<file path="config.mk">
export PLATFORM = sky130hd
export DESIGN_NAME = operand_feeder
export DESIGN_NICKNAME = d
export VERILOG_FILES = /design/src/rtl/systolic_pkg.sv /design/src/rtl/sync_fifo.sv /design/src/rtl/operand_feeder.sv
export SDC_FILE = /design/constraint.sdc
export NUM_CORES = 1
export LEC_CHECK = 0
export ABC_AREA = 1
export CORE_ASPECT_RATIO = 0.5
export CORE_MARGIN = 2
export CORE_UTILIZATION = 60
export CTS_CLUSTER_SIZE = 10
export DETAILED_ROUTE_END_ITERATION = 7
export GPL_TIMING_DRIVEN = 0
export PLACE_DENSITY = 0.8
export SETUP_SLACK_MARGIN = 0.2
export SYNTH_ARGS = -nofsm -noshare
export SYNTH_HDL_FRONTEND = slang
export SYNTH_HIERARCHICAL = 1
export SYNTH_SLANG_ARGS = --single-unit
</file>
<file path="constraint.sdc">
create_clock -name clk -period 6.6 [get_ports clk]
set_clock_uncertainty 0.1 [all_clocks]
set_input_delay 0.99 -clock clk [delete_from_list [all_inputs] [get_ports clk]]
set_output_delay 0.99 -clock clk [all_outputs]
set_load 0.05 [all_outputs]
</file>
<file path="src/rtl/systolic_pkg.sv">
// Shared definitions for the systolic array edge feeders: operand width and
// the feeder state encoding.
package systolic_pkg;

    localparam int DATA_WIDTH = 32;

    typedef enum logic [1:0] {
        IDLE   = 2'd0,
        STREAM = 2'd1,
        DONE   = 2'd2
    } feeder_state_e;

endpackage

</file>
<file path="src/rtl/sync_fifo.sv">
// Single-clock FIFO with occupancy count. It exposes the head entry and the
// entry behind it so the consumer can preload its output register on a pop.
module sync_fifo #(
    parameter int WIDTH = 33,
    parameter int DEPTH = 8
) (
    input  logic                     clk,
    input  logic                     rst,
    input  logic                     wr_en,
    input  logic [WIDTH-1:0]         wr_data,
    input  logic                     rd_en,
    output logic [WIDTH-1:0]         head_data,
    output logic [WIDTH-1:0]         next_data,
    output logic [$clog2(DEPTH):0]   count,
    output logic                     full,
    output logic                     empty
);

    localparam int PTR_W = $clog2(DEPTH);
    localparam int CNT_W = PTR_W + 1;

    logic [WIDTH-1:0] mem_r [DEPTH];
    logic [PTR_W-1:0] wr_ptr_r;
    logic [PTR_W-1:0] rd_ptr_r;
    logic [PTR_W-1:0] rd_ptr_next_s;
    logic [CNT_W-1:0] count_r;
    logic             push_s;
    logic             pop_s;

    assign push_s        = wr_en && !full;
    assign pop_s         = rd_en && !empty;
    assign rd_ptr_next_s = rd_ptr_r + PTR_W'(1);

    assign full      = (count_r == CNT_W'(DEPTH));
    assign empty     = (count_r == CNT_W'(0));
    assign count     = count_r;
    assign head_data = mem_r[rd_ptr_r];
    assign next_data = mem_r[rd_ptr_next_s];

    // Storage array; contents are only read where the count marks them valid.
    always_ff @(posedge clk) begin
        if (push_s && !rst) begin
            mem_r[wr_ptr_r] <= wr_data;
        end
    end

    // Pointers wrap naturally because DEPTH is a power of two.
    always_ff @(posedge clk) begin
        if (rst) begin
            wr_ptr_r <= PTR_W'(0);
            rd_ptr_r <= PTR_W'(0);
            count_r  <= CNT_W'(0);
        end else begin
            if (push_s) begin
                wr_ptr_r <= wr_ptr_r + PTR_W'(1);
            end
            if (pop_s) begin
                rd_ptr_r <= rd_ptr_next_s;
            end
            case ({push_s, pop_s})
                2'b10:   count_r <= count_r + CNT_W'(1);
                2'b01:   count_r <= count_r - CNT_W'(1);
                default: count_r <= count_r;
            endcase
        end
    end

endmodule

</file>
<file path="src/rtl/operand_feeder.sv">
// Buffers one operand stream from the host and presents it to a systolic array
// edge with registered data/waiting/finished outputs, beat count and done pulse.
module operand_feeder
    import systolic_pkg::*;
#(
    parameter int DATA_WIDTH = systolic_pkg::DATA_WIDTH,
    parameter int DEPTH      = 8,
    parameter int LEN_WIDTH  = 16
) (
    input  logic                  clk,
    input  logic                  rst,
    input  logic [DATA_WIDTH-1:0] wr_data,
    input  logic                  wr_valid,
    input  logic                  wr_last,
    output logic                  wr_ready,
    output logic [DATA_WIDTH-1:0] out_data,
    output logic                  out_waiting,
    output logic                  out_finished,
    input  logic                  out_ready,
    output logic [LEN_WIDTH-1:0]  beat_count,
    output logic                  stream_done
);

    localparam int CNT_W = $clog2(DEPTH) + 1;

    feeder_state_e         state_r;
    feeder_state_e         state_n_s;
    logic                  ready_en_r;
    logic [DATA_WIDTH:0]   head_s;
    logic [DATA_WIDTH:0]   next_s;
    logic [CNT_W-1:0]      count_s;
    logic                  full_s;
    logic                  empty_s;
    logic                  push_s;
    logic                  pop_s;
    logic                  cand_valid_s;
    logic [DATA_WIDTH:0]   cand_entry_s;
    logic [DATA_WIDTH-1:0] data_n_s;
    logic                  waiting_n_s;
    logic                  finished_n_s;
    logic [LEN_WIDTH-1:0]  beat_n_s;
    logic                  done_n_s;

    // The presented beat stays in the FIFO until the array takes it, so the
    // output register never adds capacity beyond DEPTH.
    assign wr_ready = ready_en_r && !full_s;
    assign push_s   = wr_valid && wr_ready;
    assign pop_s    = out_waiting && out_ready;

    sync_fifo #(
        .WIDTH (DATA_WIDTH + 1),
        .DEPTH (DEPTH)
    ) u_fifo (
        .clk       (clk),
        .rst       (rst),
        .wr_en     (push_s),
        .wr_data   ({wr_last, wr_data}),
        .rd_en     (pop_s),
        .head_data (head_s),
        .next_data (next_s),
        .count     (count_s),
        .full      (full_s),
        .empty     (empty_s)
    );

    // Head entry as it will stand after this edge's pop; same-edge writes wait a cycle.
    always_comb begin
        cand_valid_s = 1'b0;
        cand_entry_s = head_s;
        if (pop_s) begin
            cand_valid_s = (count_s >= CNT_W'(2));
            cand_entry_s = next_s;
        end else begin
            cand_valid_s = !empty_s;
            cand_entry_s = head_s;
        end
    end

    // Next state and next values of every registered output.
    always_comb begin
        state_n_s    = state_r;
        data_n_s     = out_data;
        waiting_n_s  = 1'b0;
        finished_n_s = 1'b0;
        beat_n_s     = beat_count;
        done_n_s     = 1'b0;

        if (pop_s && (beat_count != {LEN_WIDTH{1'b1}})) begin
            beat_n_s = beat_count + LEN_WIDTH'(1);
        end else begin
            beat_n_s = beat_count;
        end

        case (state_r)
            IDLE: begin
                if (cand_valid_s) begin
                    state_n_s    = STREAM;
                    waiting_n_s  = 1'b1;
                    data_n_s     = cand_entry_s[DATA_WIDTH-1:0];
                    finished_n_s = cand_entry_s[DATA_WIDTH];
                end else begin
                    state_n_s = IDLE;
                end
            end
            STREAM: begin
                if (pop_s && out_finished) begin
                    state_n_s    = DONE;
                    finished_n_s = 1'b1;
                    done_n_s     = 1'b1;
                end else if (cand_valid_s) begin
                    waiting_n_s  = 1'b1;
                    data_n_s     = cand_entry_s[DATA_WIDTH-1:0];
                    finished_n_s = cand_entry_s[DATA_WIDTH];
                end else begin
                    state_n_s = STREAM;
                end
            end
            DONE: begin
                beat_n_s = LEN_WIDTH'(0);
                if (cand_valid_s) begin
                    state_n_s    = STREAM;
                    waiting_n_s  = 1'b1;
                    data_n_s     = cand_entry_s[DATA_WIDTH-1:0];
                    finished_n_s = cand_entry_s[DATA_WIDTH];
                end else begin
                    state_n_s = IDLE;
                end
            end
            default: begin
                state_n_s = IDLE;
                beat_n_s  = LEN_WIDTH'(0);
            end
        endcase
    end

    // State and output register stage.
    always_ff @(posedge clk) begin
        if (rst) begin
            state_r      <= IDLE;
            ready_en_r   <= 1'b0;
            out_data     <= DATA_WIDTH'(0);
            out_waiting  <= 1'b0;
            out_finished <= 1'b0;
            beat_count   <= LEN_WIDTH'(0);
            stream_done  <= 1'b0;
        end else begin
            state_r      <= state_n_s;
            ready_en_r   <= 1'b1;
            out_data     <= data_n_s;
            out_waiting  <= waiting_n_s;
            out_finished <= finished_n_s;
            beat_count   <= beat_n_s;
            stream_done  <= done_n_s;
        end
    end

endmodule
</file>
Yosys cells after proc, flatten, opt, wreduce, memory -nomap -nowiden
Memories as Yosys holds them, arrays and structs flattened. A register that Yosys moved wholly into a read port is not among the register bits.
Index checks and enable logic that the tools add are counted.
{"block": "word_totals", "ff_bits": 64, "mem_bits_rw": 264, "inputBits": 37, "out_inout_bits": 52, "elab_cells": 69, "mem_count": 1}
{"block": "classes", "n_addsub": 5, "n_lt_le_gt_ge": 1, "n_eq_ne": 8, "mux": 22, "bitwise_logic": 2, "reduce_logical": 20}
{"memory": "u_fifo.mem_r", "words": 8, "word_bits": 33, "rd": 2, "rd_clocked_by_memory_dff": 1, "wr": 1, "line_no": "sync_fifo.sv:22", "text": "logic [WIDTH-1:0] mem_r [DEPTH];"}
{"cell": "32-bit two-way mux", "count": 2}
{"cell": "32-bit one-hot mux with 2 select lines", "count": 1}
{"cell": "33-bit two-way mux", "count": 1}
{"cell": "16-bit by 1-bit adder with 16-bit output (second input constant)", "count": 1}
{"cell": "16-bit != test (second input constant)", "count": 1}
{"cell": "1-bit two-way mux", "count": 10}
{"cell": "1-bit logical AND", "count": 8}
{"cell": "4-bit one-hot mux with 2 select lines", "count": 1}
{"cell": "2-bit OR reduction", "count": 4}
{"cell": "3-bit by 1-bit adder with 3-bit output (second input constant)", "count": 2}
{"cell": "3-bit two-way mux", "count": 2}
{"cell": "4-bit by 1-bit adder with 4-bit output (second input constant)", "count": 1}
{"cell": "2-bit by 1-bit equality test with 1-bit output (second input constant)", "count": 2}
{"cell": "2-bit equality test (second input constant)", "count": 2}
{"cell": "4-bit equality test (second input constant)", "count": 1}
{"cell": "4-bit by 2-bit greater-or-equal comparator with 1-bit output (second input constant)", "count": 1}
{"cell": "4-bit zero test", "count": 1}
{"cell": "2-bit two-way mux", "count": 2}
{"cell": "1-bit one-hot mux with 2 select lines", "count": 2}
{"cell": "2-bit one-hot mux with 2 select lines", "count": 1}
{"cell": "2-bit nonzero test", "count": 2}
{"cell": "4-bit by 1-bit subtractor with 4-bit output (second input constant)", "count": 1}
{"cell": "1-bit zero test", "count": 3}
{"cell": "3-bit != test (second input constant)", "count": 1}
{"cell": "other kinds (4)", "count": 5}

Logic depth before layout (Yosys ltp)
{"block": "logic_depth", "word_depth": 8, "mapped_depth": 15, "depth_no_buf": 14}

Hierarchy
The synthesis kept the hierarchy.
{"module": "sync_fifo", "n_inst": 1, "cells_each": 1460, "area_per_inst_um2": 14327.5, "seq_area_each_um2": 8187.9}
{"module": "operand_feeder", "n_inst": 1, "cells_each": 421, "area_per_inst_um2": 2718.9, "seq_area_each_um2": 1081.0}

Worst setup path before layout
OpenSTA, ideal clock, no wires.
{"block": "synth_timing", "path_kind": "input -> register", "startpoint": "input wr_valid", "endpoint": "memory u_fifo.mem_r[0][0], enable pin", "setup_ps": 423, "t_arrival_ps": 2991, "required_time_ps": 6077, "slack_ps": 3086, "cell_stages": 5, "n_path_buf": 0, "cell_sequence": "nor3b_1 -> nand2_1 -> inv_1 -> nand2_1 -> nor2_1"}
{"block": "synth_via", "elab_chain_len": 5}
{"element": "start, declared", "line_no": "operand_feeder.sv:13", "text": "input logic wr_valid,"}
{"element": "1-bit logical AND", "line_no": "operand_feeder.sv:47", "text": "assign push_s = wr_valid && wr_ready;"}
{"element": "1-bit logical AND", "line_no": "sync_fifo.sv:30", "text": "assign push_s = wr_en && !full;"}
{"element": "1-bit logical AND", "line_no": "sync_fifo.sv:42", "text": "if (push_s && !rst) begin"}
{"element": "1-bit two-way mux", "line_no": "sync_fifo.sv:42"}
{"element": "1-bit two-way mux (implied by the code)", "line_no": "sync_fifo.sv:43", "text": "mem_r[wr_ptr_r] <= wr_data;"}
{"element": "end, declared", "line_no": "sync_fifo.sv:22"}
Every way passes these cells.

Final worst setup path
{"block": "layout_timing", "startpoint": "input out_ready", "endpoint": "register u_fifo.count_r[3], in the netlist u_fifo/count[3]"}
{"block": "layout_via", "elab_chain_len": 4, "elab_cells_between_ends": 6, "classes_between": "eq/ne: 2; mux: 1; reduce/logical: 3"}
{"element": "start, declared", "line_no": "operand_feeder.sv:19", "text": "input logic out_ready,"}
{"element": "1-bit logical AND (*)", "line_no": "operand_feeder.sv:48", "text": "assign pop_s = out_waiting && out_ready;"}
{"element": "named net pop_s", "line_no": "operand_feeder.sv:35", "text": "logic pop_s;"}
{"element": "1-bit logical AND (*)", "line_no": "sync_fifo.sv:31", "text": "assign pop_s = rd_en && !empty;"}
{"element": "named net u_fifo.pop_s", "line_no": "sync_fifo.sv:28", "text": "logic pop_s;"}
{"element": "2-bit by 1-bit equality test with 1-bit output or 2-bit equality test (tied branches)", "line_no": "sync_fifo.sv:60", "text": "case ({push_s, pop_s})"}
{"element": "4-bit one-hot mux with 2 select lines or 2-bit nonzero test (tied branches)"}
{"element": "end signal, assigned", "line_no": "sync_fifo.sv:61", "text": "2'b10: count_r <= count_r + CNT_W'(1);"}
{"element": "end signal, assigned", "line_no": "sync_fifo.sv:62", "text": "2'b01: count_r <= count_r - CNT_W'(1);"}
{"element": "end signal, assigned", "line_no": "sync_fifo.sv:63", "text": "default: count_r <= count_r;"}
{"element": "end, declared", "line_no": "sync_fifo.sv:26", "text": "logic [CNT_W-1:0] count_r;"}
Mark *: on every way through the listed nets, which the timed path passes. The rest lies on a longest branch.
A chain may end at the register's enable or synchronous reset.

==> flow_results.xml <==
<?xml version="1.0" encoding="UTF-8"?>
<metrics>
  <group name="routing">
    <metric name="routed-via-count" unit="">14724</metric>
    <metric name="dr_wl_cell" unit="microns">21.3</metric>
    <metric name="post-route-drc-count" unit="">0</metric>
    <metric name="route.final.wire_length" unit="mm">51.7</metric>
    <metric name="vias_cell" unit="">6.06</metric>
    <metric name="dr.first_iter.drc_count" unit="">2074</metric>
    <metric name="antenna_violating_nets_post_route" unit="">0</metric>
    <metric name="drtPass1Iterations" unit="">7</metric>
  </group>
  <group name="sta">
    <metric name="layout_worst_path_cycle_share" unit="%">53.5</metric>
    <metric name="worstMarginPinSlew" unit="ns">0.919</metric>
    <metric name="period_minus_slack" unit="ns">3.53</metric>
    <metric name="slew_headroom" unit="%">38.7</metric>
    <metric name="finalWorstSetupSlack" unit="ns">3.07</metric>
    <metric name="slew_viol_final" unit="">0</metric>
    <metric name="final-setup-viol-count" unit="">0</metric>
    <metric name="max_clock_freq" unit="MHz">283</metric>
    <metric name="setup_repair_after_global_routing_missed_its_margin" unit="">false</metric>
    <metric name="hold_viol_final" unit="">0</metric>
    <metric name="setup_tns" unit="ns">0</metric>
  </group>
  <group name="yosys">
    <metric name="synth.top_cells.by_area" unit="">sky130_fd_sc_hd__edfxtp_1 (47%), sky130_fd_sc_hd__nand2_1 (15%), sky130_fd_sc_hd__dfxtp_1 (7.9%)</metric>
    <metric name="netlist.area_leader.share" unit="%">46.5</metric>
    <metric name="postSynthRegisterBits" unit="">331</metric>
    <metric name="ys_types" unit="">35</metric>
    <metric name="postSynth.asyncResetShare" unit="%">0</metric>
    <metric name="synth_enable_flop_cells" unit="">264</metric>
    <metric name="synth_seq_area_share" unit="%">54.4</metric>
    <metric name="post-synth-top-count-cell" unit="">sky130_fd_sc_hd__nand2_1</metric>
    <metric name="yosysWarnings" unit="">6</metric>
    <metric name="synth_commonest_cells" unit="">sky130_fd_sc_hd__nand2_1 (660), sky130_fd_sc_hd__edfxtp_1 (264), sky130_fd_sc_hd__inv_1 (169)</metric>
    <metric name="synth.cell_area" unit="sq um">17000</metric>
    <metric name="syn_area_per_cell" unit="sq um">9.06</metric>
    <metric name="yosys_most_used_dff" unit="">sky130_fd_sc_hd__edfxtp_1</metric>
    <metric name="post_synth_inst_count" unit="">1881</metric>
    <metric name="net_count_of_the_mapped_netlist" unit="">1925</metric>
    <metric name="cell_taking_the_most_area_after_synthesis" unit="">sky130_fd_sc_hd__edfxtp_1</metric>
  </group>
  <group name="setup_path">
    <metric name="endpoint_kind" unit="">register</metric>
    <metric name="worst_setup_path_startpoint" unit="">out_ready</metric>
    <metric name="critPathLaunchType" unit="">primary input</metric>
    <metric name="rr_startpoint" unit="">out_waiting</metric>
    <metric name="rr_endpoint" unit="">u_fifo/count[3]</metric>
    <metric name="cp_data_required_time" unit="ns">6.94</metric>
    <metric name="timing.critical_path.fanout_max" unit="">10</metric>
    <metric name="worstSetupEndpoint" unit="">u_fifo/count[3]</metric>
    <metric name="crit_type" unit="">primary input to register</metric>
    <metric name="crit_arrival" unit="ns">3.87</metric>
    <metric name="setup_slack_of_the_most_critical_reg_to_reg_path" unit="ns">3.64</metric>
    <metric name="r2r.worst_path.cells" unit="">13</metric>
  </group>
  <group name="job">
    <metric name="cap_violations" unit="">0</metric>
  </group>
  <group name="grt">
    <metric name="grt_usage" unit="%">34.6</metric>
    <metric name="grt-ovfl-total" unit="">0</metric>
    <metric name="grt_pass1_vias" unit="">14107</metric>
    <metric name="grt_start_max_net_pins" unit="">23</metric>
    <metric name="grt_antenna_before_repair" unit="">1</metric>
    <metric name="grt_first_pass_wirelength" unit="mm">78.1</metric>
  </group>
  <group name="power_and_ir_drop">
    <metric name="sw_frac_of_total" unit="%">38.5</metric>
    <metric name="internal_power" unit="uW">4320</metric>
    <metric name="power.share.sequential" unit="%">34.9</metric>
    <metric name="comb_power_share" unit="%">36.6</metric>
    <metric name="power_density" unit="nW/um^2">355</metric>
    <metric name="power.net_switching" unit="uW">2700</metric>
    <metric name="p_leak" unit="uW">0.00813</metric>
    <metric name="power.share.clock" unit="%">28.4</metric>
    <metric name="vdd.ir_drop.worst" unit="mV">0.216</metric>
  </group>
  <group name="clocking">
    <metric name="insertion_delay" unit="ns">0.54</metric>
    <metric name="cts.sinks" unit="">331</metric>
    <metric name="number_of_buffers_added_by_the_clock_tree_synthesis_step" unit="">39</metric>
    <metric name="clock_tree_root_buffer_cell" unit="">sky130_fd_sc_hd__clkbuf_16</metric>
    <metric name="post_cts.resized_instances" unit="">0</metric>
    <metric name="cts_htree_levels" unit="">2</metric>
    <metric name="ctsLongestPathBuffers" unit="">3</metric>
    <metric name="cts_post_setup_buffers_inserted" unit="">0</metric>
    <metric name="cts_tree" unit="">yes</metric>
    <metric name="path_clk_slew" unit="ns">0.06</metric>
    <metric name="hold_fix_buffers_at_cts" unit="">0</metric>
  </group>
  <group name="finish">
    <metric name="num_antenna_cells" unit="">0</metric>
    <metric name="final_net_count" unit="">2062</metric>
    <metric name="syn_to_final_growth" unit="%">16.2</metric>
    <metric name="final_util" unit="%">71.2</metric>
    <metric name="fillCellCount" unit="">2029</metric>
    <metric name="layout-drive-gt1-share" unit="%">12.8</metric>
  </group>
  <group name="floorplanning">
    <metric name="floorplan.initialDensity" unit="%">61.3</metric>
    <metric name="dieWidth" unit="microns">242</metric>
    <metric name="row_count" unit="">43</metric>
    <metric name="die_h" unit="microns">123</metric>
    <metric name="design.core.area" unit="sq um">27800</metric>
    <metric name="io-pin-count" unit="">89</metric>
    <metric name="die-area" unit="sq um">29900</metric>
  </group>
  <group name="worst_hold_path">
    <metric name="timing.hold.worst.class" unit="">register to register</metric>
  </group>
  <group name="placed_design">
    <metric name="placement.setup.worst_slack" unit="ns">2.62</metric>
    <metric name="gp_congestion" unit="">0.922</metric>
    <metric name="buffer_ports.inserted" unit="">88</metric>
    <metric name="hpwlAfterDp" unit="mm">33.9</metric>
  </group>
  <group name="outcome">
    <metric name="outcome" unit="">finished clean</metric>
  </group>
</metrics>
## worst min-delay path by stage
stage,startpoint,end,cells past startpoint
2_1_floorplan,u_fifo/wr_ptr_r[0],u_fifo/wr_ptr_r[0],2
3_3_place_gp,out_data[7],out_data[7],2
3_5_place_dp,out_data[3],out_data[3],2
4_1_cts,out_data[3],out_data[3],2
5_1_grt,out_data[7],out_data[7],2
6_report,out_data[0],out_data[0],2
## cells by family after synthesis
logic type | synth area share, %
simple gates | 18.3
compound gates | 17.8
flops | 54.4
buf+inv | 8.54
xor+xnor | 0.455
fa+ha+maj | 0.558
## cell type report
class / instances / area, sq um / area share (%)
well taps: 382 / 478 / 2.41
clock inverters: 1 / 8.76 / 0.0442
clock buffers: 69 / 1130 / 5.71
inverters: 173 / 654 / 3.30
repair buffers: 96 / 1090 / 5.48
flip-flops and latches: 331 / 9270 / 46.8
multi-input cells: 1256 / 6380 / 32.2
plain buffers: 121 / 802 / 4.05
## flip-flops by register name, indices dropped and copies added (netlist names), named ones only
register / count
beat_count: 16
state_r: 2
stream_done: 1
u_fifo/count: 4
out_finished: 1
out_data: 32
u_fifo/rd_ptr_r: 3
u_fifo/mem_r: 264
u_fifo/wr_ptr_r: 3
ready_en_r: 1
out_waiting: 1
## worst max-delay path: stages
cell and delay (ns):
sky130_fd_sc_hd__clkdlybuf4s50_1 0.47, sky130_fd_sc_hd__nand2_2 0.07, sky130_fd_sc_hd__inv_1 0.06, sky130_fd_sc_hd__buf_2 0.29, sky130_fd_sc_hd__buf_2 0.33, sky130_fd_sc_hd__nand2_1 0.23, sky130_fd_sc_hd__inv_1 0.30, sky130_fd_sc_hd__ha_1 0.29
sky130_fd_sc_hd__ha_1 0.28, sky130_fd_sc_hd__or2_2 0.31, sky130_fd_sc_hd__nand3_1 0.09, sky130_fd_sc_hd__nand3_1 0.07, sky130_fd_sc_hd__nand2_1 0.06, sky130_fd_sc_hd__inv_1 0.03
## cells in the final DEF (no fill, tap or decap), types with 2 or more instances in the layout
cell type,instances
sky130_fd_sc_hd__nand2_1,660
sky130_fd_sc_hd__edfxtp_1,264
sky130_fd_sc_hd__inv_1,169
sky130_fd_sc_hd__a21oi_1,110
sky130_fd_sc_hd__nor2_1,108
sky130_fd_sc_hd__o21ai_0,108
sky130_fd_sc_hd__clkdlybuf4s50_1,88
sky130_fd_sc_hd__o211ai_2,86
sky130_fd_sc_hd__o211ai_1,78
sky130_fd_sc_hd__dfxtp_1,67
sky130_fd_sc_hd__clkbuf_1,54
sky130_fd_sc_hd__buf_2,49
sky130_fd_sc_hd__clkbuf_16,41
sky130_fd_sc_hd__o21ai_1,37
sky130_fd_sc_hd__buf_6,35
sky130_fd_sc_hd__nand3_1,18
sky130_fd_sc_hd__nor2_4,9
sky130_fd_sc_hd__a21oi_2,9
sky130_fd_sc_hd__ha_1,6
sky130_fd_sc_hd__buf_16,6
sky130_fd_sc_hd__nand2_2,5
sky130_fd_sc_hd__buf_4,5
sky130_fd_sc_hd__nand4_1,4
sky130_fd_sc_hd__xor2_1,4
sky130_fd_sc_hd__buf_1,4
sky130_fd_sc_hd__nor2_2,3
sky130_fd_sc_hd__xnor2_1,3
sky130_fd_sc_hd__o21ai_2,2
sky130_fd_sc_hd__inv_4,2
sky130_fd_sc_hd__inv_2,2
sky130_fd_sc_hd__buf_12,2
## per-stage QoR
| stage | total power (uW) | hold slack, ns | cell area [sq um] | instances |
|---|---|---|---|---|
| 5_1_grt | 7320 | 0.407 | 19800 | 2429 |
| 3_5_place_dp | 4960 | 0.372 | 18700 | 2359 |
| 2_1_floorplan | 4160 | 0.360 | 17000 | 1881 |
| 3_3_place_gp | 4890 | 0.362 | 18400 | 2351 |
| 6_report | 7020 | 0.380 | 19800 | 2429 |
| 4_1_cts | 6950 | 0.385 | 19800 | 2429 |
## power groups by stage
| stage | Sequential (uW) | Clock (uW) | Combinational, uW |
|---|---|---|---|
| 6_report | 2450 | 2000 | 2570 |
| 3_3_place_gp | 2490 | 0 | 2400 |
| 2_1_floorplan | 2750 | 0 | 1410 |
| 5_1_grt | 2460 | 2100 | 2750 |
| 4_1_cts | 2450 | 2000 | 2490 |
| 3_5_place_dp | 2490 | 0 | 2460 |
## per-layer routing
metal / GRT usage (%) / up-vias / routed length [microns] / share of wire (%)
met4: 16.2 / 2 / 2190 / 4.2
li1: - / 6608 / - / -
met2: 53.3 / 1184 / 22200 / 43
met5: 0 / - / 13 / 0.025
met1: 45.9 / 6707 / 19400 / 38
met3: 9.92 / 223 / 7850 / 15
No activity file was read; power rests on OpenSTA's default activity.
